--- config.mk ---
export PLATFORM = sky130hd
export DESIGN_NAME = psum_accum_rmw_flat
export DESIGN_NICKNAME = d
export VERILOG_FILES = /design/src/rtl/psum_accum_pkg.sv /design/src/rtl/psum_accum_rmw_if.sv /design/src/rtl/psum_accum_rmw_fifo.sv /design/src/rtl/psum_accum_rmw.sv /design/src/flat_wrapper.sv
export SDC_FILE = /design/constraint.sdc
export NUM_CORES = 1
export LEC_CHECK = 0
export BUFFER_PORTS_ARGS = -buffer_cell sky130_fd_sc_hd__buf_2
export CAP_MARGIN = 20
export CORE_ASPECT_RATIO = 0.8
export CORE_MARGIN = 2
export CORE_UTILIZATION = 54
export CTS_BUF_LIST = sky130_fd_sc_hd__clkbuf_16
export DETAILED_ROUTE_END_ITERATION = 10
export GPL_TIMING_DRIVEN = 1
export MAX_ROUTING_LAYER = met4
export PLACE_DENSITY = 0.75
export RECOVER_POWER = 25
export REMOVE_ABC_BUFFERS = 1
export SYNTH_ARGS = -nofsm -noshare
export SYNTH_HDL_FRONTEND = slang
export SYNTH_HIERARCHICAL = 1
export SYNTH_SLANG_ARGS = --single-unit
--- constraint.sdc ---
create_clock -name clk -period 10.2 [get_ports clk]
set_clock_uncertainty 0.2 [all_clocks]
set_input_delay 0 -clock clk [delete_from_list [all_inputs] [get_ports clk]]
set_output_delay 0 -clock clk [all_outputs]
set_load 0.005 [all_outputs]
--- src/rtl/psum_accum_pkg.sv ---
// Shared types and lane helpers for the psum read-modify-write accumulator.
package psum_accum_pkg;

   typedef enum logic [1:0] {IDLE, RUN, DRAIN, DONE} state_e;

   // Upper bound on any flattened lane vector handed to lane_sext.
   localparam int VEC_MAX = 1024;

   // Extract lane k of width w from a flattened vector, sign-extended to 64 bits.
   function automatic logic signed [63:0] lane_sext(input logic [VEC_MAX-1:0] vec,
                                                    input int k, input int w);
      logic signed [63:0] r;
      r = signed'(64'(vec >> (k*w)));
      r = (r <<< (64-w)) >>> (64-w);
      return r;
   endfunction

   // Clamp a signed value into the w-bit two's complement range.
   function automatic logic signed [63:0] sat_clamp(input logic signed [63:0] v, input int w);
      logic signed [63:0] hi, lo;
      hi = (64'sd1 <<< (w-1)) - 64'sd1;
      lo = -hi - 64'sd1;
      if (v > hi) return hi;
      if (v < lo) return lo;
      return v;
   endfunction

endpackage

--- src/rtl/psum_accum_rmw_if.sv ---
// psum beat stream and psum buffer memory bus for psum_accum_rmw.
interface psum_accum_rmw_if #(
   parameter int BIT_WIDTH  = 8,
   parameter int ACC_WIDTH  = 16,
   parameter int NUM_KERNEL = 4,
   parameter int ADDR_WIDTH = 16
);
   logic [NUM_KERNEL*BIT_WIDTH-1:0] psum_dat;
   logic                            psum_vld;
   logic                            psum_rdy;
   logic [ADDR_WIDTH-1:0]           mem_radd;
   logic                            mem_rden;
   logic [NUM_KERNEL*ACC_WIDTH-1:0] mem_odat;
   logic                            mem_oval;
   logic [ADDR_WIDTH-1:0]           mem_wadd;
   logic                            mem_wren;
   logic [NUM_KERNEL*ACC_WIDTH-1:0] mem_idat;

   modport slave (
      input  psum_dat, psum_vld, mem_odat, mem_oval,
      output psum_rdy, mem_radd, mem_rden, mem_wadd, mem_wren, mem_idat
   );

   modport master (
      output psum_dat, psum_vld, mem_odat, mem_oval,
      input  psum_rdy, mem_radd, mem_rden, mem_wadd, mem_wren, mem_idat
   );
endinterface

--- src/rtl/psum_accum_rmw_fifo.sv ---
// In-flight FIFO: holds each accepted beat and its address while its buffer read is outstanding.
module psum_inflight_fifo #(
   parameter  int WIDTH = 48,
   parameter  int DEPTH = 4,
   localparam int AW    = $clog2(DEPTH)
) (
   input  logic             clk,
   input  logic             rst,
   input  logic             push,
   input  logic             pop,
   input  logic [WIDTH-1:0] wdata,
   output logic [WIDTH-1:0] rdata,
   output logic [AW:0]      cnt
);
   logic [WIDTH-1:0] mem [DEPTH];
   logic [AW-1:0]    wp, rp;

   always_ff @(posedge clk) begin
      if (push) mem[wp] <= wdata;
   end

   always_ff @(posedge clk or negedge rst) begin
      if (!rst) begin
         wp  <= '0;
         rp  <= '0;
         cnt <= '0;
      end else begin
         if (push) wp <= wp + 1'b1;
         if (pop)  rp <= rp + 1'b1;
         case ({push, pop})
            2'b10:   cnt <= cnt + 1'b1;
            2'b01:   cnt <= cnt - 1'b1;
            default: ;
         endcase
      end
   end

   assign rdata = mem[rp];
endmodule

--- src/rtl/psum_accum_rmw.sv ---
// Multi-pass psum accumulator: pass 0 writes beats, later passes read-add-write the psum buffer.
// Build option PSUM_SAT_EN: saturating lane adds; otherwise lane adds wrap.
module psum_accum_rmw
   import psum_accum_pkg::*;
#(
   parameter int BIT_WIDTH  = 8,
   parameter int ACC_WIDTH  = 16,
   parameter int NUM_KERNEL = 4,
   parameter int ADDR_WIDTH = 16,
   parameter int FIFO_DEPTH = 4
) (
   input  logic                  clk,
   input  logic                  rst,
   input  logic                  start,
   input  logic [ADDR_WIDTH-1:0] cfg_len,
   input  logic [7:0]            cfg_npass,
   psum_accum_rmw_if.slave       bus,
   output logic                  busy,
   output logic                  done,
   output logic                  err
);
   localparam int PW = NUM_KERNEL*BIT_WIDTH;
   localparam int FW = PW + ADDR_WIDTH;
   localparam int CW = $clog2(FIFO_DEPTH) + 1;

   state_e                               state;
   logic [ADDR_WIDTH-1:0]                len_r, addr, pop_addr;
   logic [7:0]                           npass_r, pass;
   logic [CW-1:0]                        fifo_cnt;
   logic [FW-1:0]                        fifo_rd;
   logic [PW-1:0]                        pop_psum;
   logic                                 acc, rmw, push, pop, spurious, last_addr;
   logic [NUM_KERNEL-1:0][ACC_WIDTH-1:0] sext_lane, sum_lane;

   // Beats are held off at a full FIFO so every outstanding read has a slot for its psum.
   assign bus.psum_rdy = (state == RUN) && (fifo_cnt < CW'(FIFO_DEPTH));
   assign acc          = bus.psum_vld && bus.psum_rdy;
   assign rmw          = (pass != '0);
   assign push         = acc && rmw;
   assign pop          = bus.mem_oval && (fifo_cnt != '0);
   assign spurious     = bus.mem_oval && (fifo_cnt == '0);
   assign bus.mem_rden = push;
   assign bus.mem_radd = addr;
   assign last_addr    = (addr == len_r - 1'b1);
   assign {pop_addr, pop_psum} = fifo_rd;

   psum_inflight_fifo #(.WIDTH(FW), .DEPTH(FIFO_DEPTH)) u_fifo (
      .clk   (clk),
      .rst   (rst),
      .push  (push),
      .pop   (pop),
      .wdata ({addr, bus.psum_dat}),
      .rdata (fifo_rd),
      .cnt   (fifo_cnt)
   );

   for (genvar k = 0; k < NUM_KERNEL; k++) begin : g_lane
      logic signed [63:0] ps_in, ps_pop, od, sum;
      assign ps_in  = lane_sext(VEC_MAX'(bus.psum_dat), k, BIT_WIDTH);
      assign ps_pop = lane_sext(VEC_MAX'(pop_psum), k, BIT_WIDTH);
      assign od     = lane_sext(VEC_MAX'(bus.mem_odat), k, ACC_WIDTH);
`ifdef PSUM_SAT_EN
      assign sum    = sat_clamp(od + ps_pop, ACC_WIDTH);
`else
      assign sum    = od + ps_pop;
`endif
      assign sext_lane[k] = ACC_WIDTH'(ps_in);
      assign sum_lane[k]  = ACC_WIDTH'(sum);
   end

   always_ff @(posedge clk or negedge rst) begin
      if (!rst) begin
         state        <= IDLE;
         len_r        <= '0;
         npass_r      <= '0;
         addr         <= '0;
         pass         <= '0;
         busy         <= 1'b0;
         done         <= 1'b0;
         err          <= 1'b0;
         bus.mem_wren <= 1'b0;
         bus.mem_wadd <= '0;
         bus.mem_idat <= '0;
      end else begin
         done         <= 1'b0;
         bus.mem_wren <= 1'b0;
         // FIFO is always empty in pass 0, so the two write sources never collide.
         if (pop) begin
            bus.mem_wren <= 1'b1;
            bus.mem_wadd <= pop_addr;
            bus.mem_idat <= sum_lane;
         end else if (acc && !rmw) begin
            bus.mem_wren <= 1'b1;
            bus.mem_wadd <= addr;
            bus.mem_idat <= sext_lane;
         end
         if (spurious) err <= 1'b1;

         case (state)
            IDLE: if (start) begin
               len_r   <= (cfg_len == '0) ? ADDR_WIDTH'(1) : cfg_len;
               npass_r <= (cfg_npass == '0) ? 8'd1 : cfg_npass;
               addr    <= '0;
               pass    <= '0;
               err     <= spurious;
               busy    <= 1'b1;
               state   <= RUN;
            end
            RUN: if (acc) begin
               if (last_addr) begin
                  addr  <= '0;
                  state <= DRAIN;
               end else begin
                  addr  <= addr + 1'b1;
               end
            end
            // Empty FIFO means the final write of the pass is on the bus this cycle.
            DRAIN: if (fifo_cnt == '0) begin
               if (pass == npass_r - 1'b1) begin
                  done  <= 1'b1;
                  state <= DONE;
               end else begin
                  pass  <= pass + 1'b1;
                  state <= RUN;
               end
            end
            DONE: begin
               busy  <= 1'b0;
               state <= IDLE;
            end
            default: state <= IDLE;
         endcase
      end
   end
endmodule
--- src/flat_wrapper.sv ---
// flat-port wrapper written by rule: the top's interface ports become plain ports
module psum_accum_rmw_flat import psum_accum_pkg::*;
#(
   parameter int BIT_WIDTH  = 8,
   parameter int ACC_WIDTH  = 16,
   parameter int NUM_KERNEL = 4,
   parameter int ADDR_WIDTH = 16,
   parameter int FIFO_DEPTH = 4
)
  (clk, rst, start, cfg_len, cfg_npass, busy, done, err, bus_psum_dat, bus_psum_vld, bus_mem_odat, bus_mem_oval, bus_psum_rdy, bus_mem_radd, bus_mem_rden, bus_mem_wadd, bus_mem_wren, bus_mem_idat);
  psum_accum_rmw_if #(.BIT_WIDTH(BIT_WIDTH), .ACC_WIDTH(ACC_WIDTH), .NUM_KERNEL(NUM_KERNEL), .ADDR_WIDTH(ADDR_WIDTH)) bus_i ();
  input  logic clk;
  input  logic rst;
  input  logic start;
  input  logic [ADDR_WIDTH-1:0] cfg_len;
  input  logic [7:0] cfg_npass;
  output logic busy;
  output logic done;
  output logic err;
  input wire logic [$bits(bus_i.psum_dat)-1:0] bus_psum_dat;
  input wire logic [$bits(bus_i.psum_vld)-1:0] bus_psum_vld;
  input wire logic [$bits(bus_i.mem_odat)-1:0] bus_mem_odat;
  input wire logic [$bits(bus_i.mem_oval)-1:0] bus_mem_oval;
  output wire logic [$bits(bus_i.psum_rdy)-1:0] bus_psum_rdy;
  output wire logic [$bits(bus_i.mem_radd)-1:0] bus_mem_radd;
  output wire logic [$bits(bus_i.mem_rden)-1:0] bus_mem_rden;
  output wire logic [$bits(bus_i.mem_wadd)-1:0] bus_mem_wadd;
  output wire logic [$bits(bus_i.mem_wren)-1:0] bus_mem_wren;
  output wire logic [$bits(bus_i.mem_idat)-1:0] bus_mem_idat;
  assign bus_i.psum_dat = bus_psum_dat;
  assign bus_i.psum_vld = bus_psum_vld;
  assign bus_i.mem_odat = bus_mem_odat;
  assign bus_i.mem_oval = bus_mem_oval;
  assign bus_psum_rdy = bus_i.psum_rdy;
  assign bus_mem_radd = bus_i.mem_radd;
  assign bus_mem_rden = bus_i.mem_rden;
  assign bus_mem_wadd = bus_i.mem_wadd;
  assign bus_mem_wren = bus_i.mem_wren;
  assign bus_mem_idat = bus_i.mem_idat;
  psum_accum_rmw #(.BIT_WIDTH(BIT_WIDTH), .ACC_WIDTH(ACC_WIDTH), .NUM_KERNEL(NUM_KERNEL), .ADDR_WIDTH(ADDR_WIDTH), .FIFO_DEPTH(FIFO_DEPTH)) u_core (.clk(clk), .rst(rst), .start(start), .cfg_len(cfg_len), .cfg_npass(cfg_npass), .bus(bus_i), .busy(busy), .done(done), .err(err));
endmodule
==> flow_summary.html <==
<table>
<tr><th>Metric</th><th>Value</th></tr>
<tr><th colspan="2">Yosys</th></tr>
<tr><td>Dominant synthesized flop cell</td><td>sky130_fd_sc_hd__edfxtp_1</td></tr>
<tr><td>Portion of the post-synthesis area used by sequential elements</td><td>55.6%</td></tr>
<tr><td>Library cell with the largest summed area after synthesis</td><td>sky130_fd_sc_hd__edfxtp_1</td></tr>
<tr><td>Syn Area/Cell</td><td>12.3 sq um</td></tr>
<tr><td>Area fraction of the dominant cell type after synthesis</td><td>34.5%</td></tr>
<tr><td>Main area contributors after synthesis</td><td>sky130_fd_sc_hd__edfxtp_1 (34%), sky130_fd_sc_hd__dfrtp_1 (21%), sky130_fd_sc_hd__mux4_2 (6.5%)</td></tr>
<tr><td>Count of warnings emitted by yosys</td><td>6</td></tr>
<tr><td>Number of library cell types mapped by synthesis</td><td>68</td></tr>
<tr><td>Count of flip-flops with a built-in enable after synthesis</td><td>192</td></tr>
<tr><td>Synth Register Bits</td><td>333</td></tr>
<tr><td>Async S/R FF share, synth</td><td>42.3%</td></tr>
<tr><td>Most used standard cells in the synthesized netlist</td><td>sky130_fd_sc_hd__edfxtp_1 (192), sky130_fd_sc_hd__nand2_1 (144), sky130_fd_sc_hd__dfrtp_1 (141), sky130_fd_sc_hd__o21ai_0 (83), sky130_fd_sc_hd__a21oi_1 (77)</td></tr>
<tr><td>Mapped Cells</td><td>1354</td></tr>
<tr><td>Most frequent cell after synthesis</td><td>sky130_fd_sc_hd__edfxtp_1</td></tr>
<tr><td>Area of the mapped netlist</td><td>16700 sq um</td></tr>
<tr><th colspan="2">Drt</th></tr>
<tr><td>Drt initial violations</td><td>866</td></tr>
<tr><td>Via-per-instance ratio</td><td>5.73</td></tr>
<tr><td>Wire length per cell after detailed routing</td><td>18.9 um</td></tr>
<tr><td>DRT Pass-1 Iters</td><td>5</td></tr>
<tr><td>Wire length reported by the detailed router</td><td>41100 um</td></tr>
<tr><td>Count of unresolved DRC violations after routing</td><td>0</td></tr>
<tr><td>Total number of vias</td><td>12500</td></tr>
<tr><td>Antenna-violating nets left</td><td>0</td></tr>
<tr><th colspan="2">Worst hold path</th></tr>
<tr><td>Endpoint, Worst Hold</td><td>u_core/len_r[11]$_DFFE_PN0P_</td></tr>
<tr><td>Hold Startpoint</td><td>cfg_len[11]</td></tr>
<tr><td>Worst hold-check path type</td><td>input pin to register</td></tr>
<tr><td>Depth of the worst hold-timing path</td><td>4</td></tr>
<tr><th colspan="2">STA</th></tr>
<tr><td>Aggregate negative setup slack</td><td>0 ns</td></tr>
<tr><td>Highest achievable clock rate</td><td>0.184 GHz</td></tr>
<tr><td>Worst-case headroom to the max-slew limit</td><td>35.8%</td></tr>
<tr><td>Slack of the critical path</td><td>4.77 ns</td></tr>
<tr><td>Setup repair after global routing missed its margin</td><td>false</td></tr>
<tr><td>Fin. max-slew vios</td><td>0</td></tr>
<tr><td>Actual slew at the worst max-slew pin</td><td>0.963 ns</td></tr>
<tr><td>Crit share post-route</td><td>53.2%</td></tr>
<tr><td>Endpoints failing hold</td><td>0</td></tr>
<tr><td>Post-route minimum period</td><td>5.43 ns</td></tr>
<tr><td>Final-report setup violation count</td><td>0</td></tr>
<tr><th colspan="2">Floorplan</th></tr>
<tr><td>Die width</td><td>201 um</td></tr>
<tr><td>FP Rows</td><td>57</td></tr>
<tr><td>Initial standard-cell utilization of the core</td><td>54.9%</td></tr>
<tr><td>Top-level port count</td><td>227</td></tr>
<tr><td>Core box area</td><td>30500 sq um</td></tr>
<tr><td>Die outline area</td><td>32400 sq um</td></tr>
<tr><td>Floorplan die height</td><td>161 um</td></tr>
<tr><th colspan="2">CTS</th></tr>
<tr><td>CTS sink cnt</td><td>333</td></tr>
<tr><td>CTS root buf</td><td>sky130_fd_sc_hd__clkbuf_16</td></tr>
<tr><td>Clock transition at path regs</td><td>0.06 ns</td></tr>
<tr><td>Maximum buffer depth of the clock tree</td><td>3</td></tr>
<tr><td>CTS tree</td><td>yes</td></tr>
<tr><td>Post-CTS Setup Bufs</td><td>0</td></tr>
<tr><td>H-tree Lvls</td><td>2</td></tr>
<tr><td>CTS Buf Count</td><td>36</td></tr>
<tr><td>Worst-Skew Late Latency</td><td>0.52 ns</td></tr>
<tr><th colspan="2">Worst setup path</th></tr>
<tr><td>Crit end category</td><td>register</td></tr>
<tr><td>Critical R2R Capture</td><td>u_core/bus.mem_idat[10]$_DFFE_PN0P_</td></tr>
<tr><td>Start point of the critical path</td><td>u_core/pass[0]$_DFFE_PN0P_</td></tr>
<tr><td>Reg2Reg Depth</td><td>12</td></tr>
<tr><td>Highest net fanout along the worst path</td><td>48</td></tr>
<tr><td>FF-to-FF setup slack</td><td>4.77 ns</td></tr>
<tr><td>Data required time at the worst endpoint</td><td>10.46 ns</td></tr>
<tr><td>Startpoint class of the critical path</td><td>register</td></tr>
<tr><td>Path type of the worst setup path</td><td>register to register</td></tr>
<tr><td>Crit path arrival time</td><td>5.69 ns</td></tr>
<tr><td>Reg-to-Reg Start</td><td>u_core/pass[0]$_DFFE_PN0P_</td></tr>
<tr><th colspan="2">Power</th></tr>
<tr><td>Maximum resistive drop on vdd</td><td>0.165 mV</td></tr>
<tr><td>Pwr Total</td><td>5.63 mW</td></tr>
<tr><td>Leakage component of the power</td><td>8.58 nW</td></tr>
<tr><td>Areal power density over the cells</td><td>270 nW/um^2</td></tr>
<tr><th colspan="2">Global routing</th></tr>
<tr><td>Initial antenna violation count</td><td>0</td></tr>
<tr><td>Overall Global Routing Usage</td><td>26.3%</td></tr>
<tr><td>Global route overflow</td><td>0</td></tr>
<tr><td>Wire length of the first global-routing pass</td><td>65900 um</td></tr>
<tr><td>Maximum number of pins on one net before global-route repair</td><td>73</td></tr>
<tr><td>Vias in the first global route</td><td>12600</td></tr>
<tr><th colspan="2">Placement</th></tr>
<tr><td>Post-placement worst setup slack</td><td>5.79 ns</td></tr>
<tr><td>Port Buffer Count</td><td>226</td></tr>
<tr><td>Detailed placer's ending HPWL</td><td>25100 um</td></tr>
<tr><td>Routability Congestion</td><td>0.905</td></tr>
<tr><th colspan="2">Layout</th></tr>
<tr><td># diodes</td><td>0</td></tr>
<tr><td>Share of final-layout standard cells stronger than drive strength 1</td><td>18.8%</td></tr>
<tr><td>Synth-to-layout area growth</td><td>24.8%</td></tr>
<tr><td>Number of nets in the finished design</td><td>1937</td></tr>
<tr><th colspan="2">Run</th></tr>
<tr><td>Total of max-cap violations</td><td>0</td></tr>
<tr><th colspan="2">Run status</th></tr>
<tr><td>Status</td><td>complete, no violations</td></tr>
</table>
## per-layer routing
| layer | global-route usage [%] | up-vias | wire length (um) |
|---|---|---|---|
| met2 | 41.9 | 451 | 19200 |
| met5 | - | - | 0 |
| met1 | 35.9 | 6097 | 18400 |
| li1 | - | 5839 | - |
| met3 | 4.00 | 73 | 2540 |
| met4 | 6.80 | 0 | 884 |
## cell usage in the layout, fill, tap and decap left out, types with 5 or more instances in the layout
cell type / instances
sky130_fd_sc_hd__inv_1: 51
sky130_fd_sc_hd__o21a_1: 9
sky130_fd_sc_hd__or3_1: 17
sky130_fd_sc_hd__a21oi_1: 77
sky130_fd_sc_hd__dfrtp_1: 139
sky130_fd_sc_hd__and3_1: 11
sky130_fd_sc_hd__nor3_1: 29
sky130_fd_sc_hd__nand2_1: 144
sky130_fd_sc_hd__nor2b_1: 7
sky130_fd_sc_hd__nor2_1: 61
sky130_fd_sc_hd__clkinv_2: 6
sky130_fd_sc_hd__o21ai_0: 83
sky130_fd_sc_hd__a211oi_1: 36
sky130_fd_sc_hd__a311oi_1: 6
sky130_fd_sc_hd__a21o_1: 11
sky130_fd_sc_hd__buf_2: 194
sky130_fd_sc_hd__dlygate4sd3_1: 159
sky130_fd_sc_hd__or4_1: 10
sky130_fd_sc_hd__o211ai_1: 10
sky130_fd_sc_hd__xnor2_1: 51
sky130_fd_sc_hd__mux2i_1: 46
sky130_fd_sc_hd__edfxtp_1: 192
sky130_fd_sc_hd__mux4_2: 48
sky130_fd_sc_hd__buf_4: 12
sky130_fd_sc_hd__mux2_2: 5
sky130_fd_sc_hd__xor2_1: 40
sky130_fd_sc_hd__clkbuf_1: 32
sky130_fd_sc_hd__o31ai_1: 5
sky130_fd_sc_hd__clkbuf_16: 37
sky130_fd_sc_hd__nor3b_1: 5
sky130_fd_sc_hd__clkinv_1: 9
sky130_fd_sc_hd__nand3_1: 32
sky130_fd_sc_hd__nand2b_1: 15
sky130_fd_sc_hd__fa_1: 5
sky130_fd_sc_hd__ha_1: 70
sky130_fd_sc_hd__a31oi_1: 7
sky130_fd_sc_hd__nor4_1: 9
sky130_fd_sc_hd__nand4_1: 7
sky130_fd_sc_hd__o21bai_1: 10
## state kept, by name, summed over array words and instances, names as in the netlist, 2 cells and up
signal	flops
u_core/bus.mem_wadd	16
u_core/bus.mem_radd	16
u_core/u_fifo/wp	2
u_core/bus.mem_idat	64
u_core/state	2
u_core/u_fifo/mem	192
u_core/pass	8
u_core/u_fifo/cnt	3
u_core/len_r	16
u_core/npass_r	8
u_core/u_fifo/rp	2
## metrics by stage
stage	util, %	cells	hold slack, ns	instance area, sq um
final	68.5	2175	0.0453	20900
after global routing	68.5	2175	0.0544	20900
after CTS	68.6	2174	0.00740	20900
after detailed placement	59.7	1951	-0.117	18200
after global placement	59.7	1951	-0.124	18200
after floorplan	-	1300	-0.496	16400
## logic make-up (layout without fill, tap and decap cells)
logic type / Yosys count / in the layout / share of synthesized area (%)
buf+inv: 102 / 510 / 2.93
fa+ha+maj: 75 / 75 / 5.84
simple gates: 372 / 372 / 10.8
xor+xnor: 91 / 91 / 4.77
compound gates: 282 / 282 / 10.6
mux: 99 / 99 / 9.56
flops: 333 / 333 / 55.6
## critical path, stage by stage, from the launching register on
cell and delay (ns):
sky130_fd_sc_hd__dfrtp_1 0.45, sky130_fd_sc_hd__inv_1 0.10, sky130_fd_sc_hd__ha_1 0.15, sky130_fd_sc_hd__or4b_2 0.59
sky130_fd_sc_hd__nor4_1 0.56, sky130_fd_sc_hd__nand3_4 0.65, sky130_fd_sc_hd__buf_4 0.60, sky130_fd_sc_hd__nor2_2 0.46
sky130_fd_sc_hd__a211oi_1 0.10, sky130_fd_sc_hd__a31oi_1 0.16, sky130_fd_sc_hd__dlygate4sd3_1 0.56, sky130_fd_sc_hd__nor3b_1 0.17
sky130_fd_sc_hd__dlygate4sd3_1 0.58
## worst max path at each step
| stage | endpoint | slack (ns) | cells past startpoint |
|---|---|---|---|
| 2_1_floorplan | u_core/bus.mem_idat[62]$_DFFE_PN0P_ | 4.73 | 8 |
| 3_3_place_gp | u_core/bus.mem_idat[14]$_DFFE_PN0P_ | 6.00 | 10 |
| 3_5_place_dp | u_core/bus.mem_idat[10]$_DFFE_PN0P_ | 5.79 | 10 |
| 4_1_cts | u_core/bus.mem_idat[10]$_DFFE_PN0P_ | 4.88 | 12 |
| 5_1_grt | u_core/bus.mem_idat[10]$_DFFE_PN0P_ | 4.59 | 12 |
| 6_report | u_core/bus.mem_idat[10]$_DFFE_PN0P_ | 4.77 | 12 |
## power by group
part / switching [mW] / internal (mW)
clock: 0.519 / 0.709
sequential: 0.242 / 1.68
combinational: 1.27 / 1.21
total: 2.03 / 3.60
## cell type report
class / count / area (sq um)
fillers: 2183 / 9590
inverters: 48 / 183
multi-input cells: 919 / 6950
flip-flops and latches: 333 / 9300
clock buffers: 37 / 926
well taps: 413 / 517
repair buffers: 399 / 2810
clock inverters: 26 / 176
## what timing repair did
item	CTS	global route
endpoints found under the setup margin	0	0
hold buffers	160	0
gates resized for setup	0	0
hold endpoints to repair	296	0
(Power assumes the default switching activity.)
